===== src/rtl/tp_mon_pkg.sv =====
// Shared defaults and width helpers for the test-point event monitor.
package tp_mon_pkg;

  localparam int DEF_NCH     = 8;
  localparam int DEF_STRETCH = 16;
  localparam int DEF_CNT_W   = 16;
  localparam int DEF_WIN     = 40000;

  // Bits needed to hold 0..n-1; never narrower than one bit.
  function automatic int idx_width(input int n);
    return (n > 1) ? $clog2(n) : 1;
  endfunction

endpackage


===== src/rtl/tp_mon_chan.sv =====
// One event channel: edge detect, retriggerable stretch, toggle,
// saturating total and per-window counts with a snapshot-on-wrap rate register.
module tp_mon_chan
  import tp_mon_pkg::*;
#(
  parameter int STRETCH = DEF_STRETCH,
  parameter int CNT_W   = DEF_CNT_W
) (
  input  logic             clk,
  input  logic             rst,
  input  logic             evt_in,
  input  logic             clr,
  input  logic             snap,
  output logic             tp_stretch,
  output logic             tp_toggle,
  output logic [CNT_W-1:0] total,
  output logic [CNT_W-1:0] rate
);

  localparam int               SW           = idx_width(STRETCH + 1);
  localparam logic [SW-1:0]    STRETCH_LOAD = SW'(STRETCH);
  localparam logic [CNT_W-1:0] CNT_MAX      = '1;
  localparam logic [CNT_W-1:0] CNT_ONE      = CNT_W'(1);

  logic             evt_q;
  logic             evt_qq;
  logic             rise;
  logic             cnt_evt;
  logic [SW-1:0]    stretch_cnt;
  logic [CNT_W-1:0] win_cnt;

  assign rise = evt_q & ~evt_qq;

  always_ff @(posedge clk or posedge rst) begin
    if (rst) begin
      evt_q   <= 1'b0;
      evt_qq  <= 1'b0;
      cnt_evt <= 1'b0;
    end else begin
      evt_q   <= evt_in;
      evt_qq  <= evt_q;
      cnt_evt <= rise;
    end
  end

  // Reload on every rise so back-to-back events merge into one pulse.
  always_ff @(posedge clk or posedge rst) begin
    if (rst) begin
      stretch_cnt <= '0;
      tp_stretch  <= 1'b0;
    end else begin
      if (rise) begin
        stretch_cnt <= STRETCH_LOAD;
      end else if (stretch_cnt != '0) begin
        stretch_cnt <= stretch_cnt - 1'b1;
      end
      tp_stretch <= (stretch_cnt != '0);
    end
  end

  always_ff @(posedge clk or posedge rst) begin
    if (rst) begin
      tp_toggle <= 1'b0;
    end else begin
      tp_toggle <= tp_toggle ^ cnt_evt;
    end
  end

  // Clear wins over an event counted in the same cycle; a wrap-cycle
  // event opens the new window rather than closing the old one.
  always_ff @(posedge clk or posedge rst) begin
    if (rst) begin
      total   <= '0;
      win_cnt <= '0;
      rate    <= '0;
    end else if (clr) begin
      total   <= '0;
      win_cnt <= '0;
      rate    <= '0;
    end else begin
      if (cnt_evt && (total != CNT_MAX)) begin
        total <= total + 1'b1;
      end
      if (snap) begin
        rate    <= win_cnt;
        win_cnt <= cnt_evt ? CNT_ONE : '0;
      end else if (cnt_evt && (win_cnt != CNT_MAX)) begin
        win_cnt <= win_cnt + 1'b1;
      end
    end
  end

endmodule


===== src/rtl/tp_event_monitor.sv =====
// Test-point event monitor: per-channel debug pulses/toggles plus a shared
// rate window timer, heartbeat and a registered per-channel readout mux.
module tp_event_monitor
  import tp_mon_pkg::*;
#(
  parameter int NCH     = DEF_NCH,
  parameter int STRETCH = DEF_STRETCH,
  parameter int CNT_W   = DEF_CNT_W,
  parameter int WIN     = DEF_WIN
) (
  input  logic                      CLK,
  input  logic                      RST,
  input  logic [NCH-1:0]            EVT_IN,
  input  logic                      CLR,
  input  logic [idx_width(NCH)-1:0] SEL,
  output logic [NCH-1:0]            TP_STRETCH,
  output logic [NCH-1:0]            TP_TOGGLE,
  output logic                      HEARTBEAT,
  output logic [CNT_W-1:0]          RATE,
  output logic                      RATE_VLD,
  output logic [CNT_W-1:0]          EVT_TOTAL
);

  localparam int            TW       = idx_width(WIN);
  localparam logic [TW-1:0] WIN_LAST = TW'(WIN - 1);

  logic [TW-1:0]    win_timer;
  logic             wrap;
  logic             snap;
  logic             sel_ok;
  logic [CNT_W-1:0] total_arr [NCH];
  logic [CNT_W-1:0] rate_arr  [NCH];

  assign wrap   = (win_timer == WIN_LAST);
  assign snap   = wrap & ~CLR;
  assign sel_ok = (int'(SEL) < NCH);

  always_ff @(posedge CLK or posedge RST) begin
    if (RST) begin
      win_timer <= '0;
    end else if (CLR || wrap) begin
      win_timer <= '0;
    end else begin
      win_timer <= win_timer + 1'b1;
    end
  end

  always_ff @(posedge CLK or posedge RST) begin
    if (RST) begin
      RATE_VLD  <= 1'b0;
      HEARTBEAT <= 1'b0;
    end else begin
      RATE_VLD  <= snap;
      HEARTBEAT <= HEARTBEAT ^ snap;
    end
  end

  // Out-of-range selects read as zero when NCH is not a power of two.
  always_ff @(posedge CLK or posedge RST) begin
    if (RST) begin
      RATE      <= '0;
      EVT_TOTAL <= '0;
    end else if (sel_ok) begin
      RATE      <= rate_arr[SEL];
      EVT_TOTAL <= total_arr[SEL];
    end else begin
      RATE      <= '0;
      EVT_TOTAL <= '0;
    end
  end

  genvar gi;
  generate
    for (gi = 0; gi < NCH; gi++) begin : g_chan
      tp_mon_chan #(
        .STRETCH (STRETCH),
        .CNT_W   (CNT_W)
      ) u_chan (
        .clk        (CLK),
        .rst        (RST),
        .evt_in     (EVT_IN[gi]),
        .clr        (CLR),
        .snap       (snap),
        .tp_stretch (TP_STRETCH[gi]),
        .tp_toggle  (TP_TOGGLE[gi]),
        .total      (total_arr[gi]),
        .rate       (rate_arr[gi])
      );
    end
  endgenerate

endmodule


===== config.mk =====
export PLATFORM = sky130hd
export DESIGN_NAME = tp_event_monitor
export DESIGN_NICKNAME = d
export VERILOG_FILES = /design/src/rtl/tp_mon_pkg.sv /design/src/rtl/tp_mon_chan.sv /design/src/rtl/tp_event_monitor.sv
export SDC_FILE = /design/constraint.sdc
export NUM_CORES = 1
export LEC_CHECK = 0
export CAP_MARGIN = 20
export CORE_AREA = 2 2 268 270
export DETAILED_ROUTE_END_ITERATION = 6
export DIE_AREA = 0 0 270 272
export PLACE_DENSITY = 0.49
export SLEW_MARGIN = 30
export SYNTH_ARGS = -nofsm -noshare
export SYNTH_HDL_FRONTEND = slang
export SYNTH_SLANG_ARGS = --single-unit

===== constraint.sdc =====
create_clock -name CLK -period 27.2 [get_ports CLK]
set_clock_uncertainty 0.15 [all_clocks]
set_input_delay 6.8 -clock CLK [delete_from_list [all_inputs] [get_ports CLK]]
set_output_delay 6.8 -clock CLK [all_outputs]
set_load 0.02 [all_outputs]

==> impl_metrics.tcl <==
set metrics [dict create \
    cp-end-kind "register" \
    overflow 0 \
    die_x_um 270 \
    synth.largest_area_cell "dfrtp_1" \
    dieHeight_um 272 \
    fin_setup_tns_ns 0 \
    place_hpwl_um 43870 \
    min_period_over_period_pct 34.38 \
    synth_seq_area_share_pct 50.88 \
    cts_hold_buf 0 \
    arrival_ns 9.71 \
    clock_path_buffers 3 \
    postCtsSetupRepairBufs 0 \
    syn_inst 2462 \
    max_cap_violations 0 \
    slew_headroom_pct 34.47 \
    slowest_stage "clkinv_1" \
    cts_resized 0 \
    grtUsageTotal_pct 18.01 \
    drive_gt1_share_pct 10.52 \
    async_flop_share_pct 100.0 \
    power-per-cell-area_nw_per_um2 65.11 \
    cts_tree "built" \
    clkSlewWorstSetupHoldPaths_ns 0.06 \
    syn_nets 2501 \
    netlist_top_cells_count "514 x dfrtp_1, 355 x nand2_1, 285 x nor2_1, 182 x a21oi_1, 112 x xor2_1" \
    slew_violations 0 \
    worst_slack_ns 17.85 \
    ys_top_cells_by_area "dfrtp_1 51%, mux4_2 5.7%, nand2_1 5.3%, nor2_1 4.2%, xor2_1 3.9%" \
    ys_warn_count 0 \
    gp_congestion 0.8205 \
    numPortBuffers 63 \
    clk_latency_ns 0.63 \
    setup_viol 0 \
    startpoint_type "input pin" \
    drtAntennaViolNets 0 \
    path_cells "clkbuf_8 > clkinv_1 > nand2_4 > buf_4 > buf_16 > or4_1 > nand2_1" \
    htreeDepth 2 \
    grt_pass1_vias 18143 \
    wl_per_cell_um 18.95 \
    cts_buffers 60 \
    grt_pass1_wl_um 105800 \
    path_max_fanout 101 \
    totalWireLength_um 65740 \
    grt_max_degree 135 \
    avgSynthCellArea_um2 10.27 \
    die-area_um2 73440 \
    yosysTopAreaCellShare_pct 50.88 \
    viasPerCell 5.287 \
    final.min_clock_period_ns 9.351 \
    p_leak_nw 11.81 \
    fmax_ghz 0.1069 \
    status "complete, no violations" \
    min-delay-path-class "register to register" \
    ys.flop_type "dfrtp_1" \
    worstSetupPathType "input pin to register" \
    slowest_delay_ns 0.66 \
    layout.nets 2507 \
    place_ws_ns 16.92 \
    vias 18341 \
    hold_violations 0 \
    drt_iter0_drc 1432 \
    ys_ff_latch 514 \
    clock_sinks 514 \
    synth.distinct_cells 68 \
    synth_area_um2 25280 \
    drc_errors 0 \
    drt-pass1-iter-count 5 \
    io_pins 64 \
    cts_root_buffer "clkbuf_16" \
    tightest_slew_ns 0.9793 \
    antenna_found_initial 0 \
    required_ns 27.56 \
    initial_core_util_pct 35.73 \
    std_cell_rows 98 \
    syn2layout_area_growth_pct 13.27 \
    vdd_ir_drop_max_v 0.00004313 \
    core_area_um2 70750 \
    diodes 0 \
    synth_most_common_cell "dfrtp_1" \
    rsz0062_at_grt "no" \
    synth_edf_count 0 \
]
-- placed cells by master, fill, tap and decap left out, drive strengths merged, types with 12 or more instances in the layout --
cell type	n
dfrtp	514
nand2	356
nor2	285
a21oi	182
xor2	112
xnor2	97
nand3	92
clkbuf	89
nand4	85
nor3	67
mux4	64
clkdlybuf4s50	60
inv	43
and3	41
and4	40
o21ai	37
mux2	35
or3	26
ha	25
a211oi	23
o211ai	23
mux2i	22
nor4	20
buf	19
clkinv	16
and2	15
nor3b	12
-- routing by layer --
metal  global-route usage, %  vias to the layer above  share of wire, %
met3                   2.698                       72               4.3
li1                        -                     8674                 -
met4                   4.825                        0               2.1
met1                   26.47                     9240                49
met5                       0                        -                 0
met2                   27.74                      355                45
-- final timing paths --
path                                         from                          end  slack, ns  cells past startpoint
max in group asynchronous                     RST  g_chan[0].u_chan.tp_stretch      18.31                      4
min in group asynchronous                     RST  g_chan[5].u_chan.tp_stretch       6.51                      2
setup / recovery                              CLR  g_chan[7].u_chan.win_cnt[8]      17.85                      7
hold reg to reg            g_chan[7].u_chan.evt_q      g_chan[7].u_chan.evt_qq       0.22                      0
setup reg to reg                     win_timer[9]  g_chan[2].u_chan.win_cnt[1]      23.72                      6
hold / removal             g_chan[7].u_chan.evt_q      g_chan[7].u_chan.evt_qq       0.22                      0
-- power by group --
part / switching (mW) / internal [mW]
registers: 0.0356 / 0.808
clock network: 0.340 / 0.496
logic: 0.104 / 0.0812
total: 0.479 / 1.39
-- final cells by class --
class | instances | area, um^2
repair buffers | 80 | 813.3
inverters | 42 | 170.2
well taps | 950 | 1189
flip-flops and latches | 514 | 12860
multi-input cells | 1770 | 11550
clock inverters | 25 | 295.3
clock buffers | 88 | 1757
fillers | 6917 | 42120
-- stage by stage --
stage               util [%]  cells  instance area [um^2]  hold WS, ns  power (mW)
floorplan                  -   2462                 25280       0.1965      0.9989
global placement       37.45   3354                 26500       0.2040       1.036
detailed placement     37.48   3354                 26520       0.2079       1.045
CTS                    40.38   3467                 28570       0.2218       1.894
global route           40.47   3469                 28640       0.2285       1.948
finish                 40.47   3469                 28640       0.2195       1.864
-- state kept, by name, indices dropped and copies added, names as in the netlist, 16 cells and up --
name	flops
g_chan.u_chan.rate	128
g_chan.u_chan.total	128
g_chan.u_chan.win_cnt	128
g_chan.u_chan.stretch_cnt	40
EVT_TOTAL	16
RATE	16
win_timer	16
-- critical path, delay by kind of cell --
family / cells / cell delay, ns
buffers and inverters: 4 / 1.91
AND/OR/NAND/NOR: 3 / 0.87
-- cells by family after synthesis --
group | after synthesis | synth area share, %
buffers and inverters | 178 | 3.529
DFF | 514 | 50.88
xor gates and xnor gates | 209 | 7.241
muxes | 121 | 8.132
adders and majority gates | 25 | 1.237
AOI/OAI and AO/OA | 321 | 7.741
and+or+nand+nor | 1094 | 21.24
No activity file was read; power rests on OpenSTA's default activity.
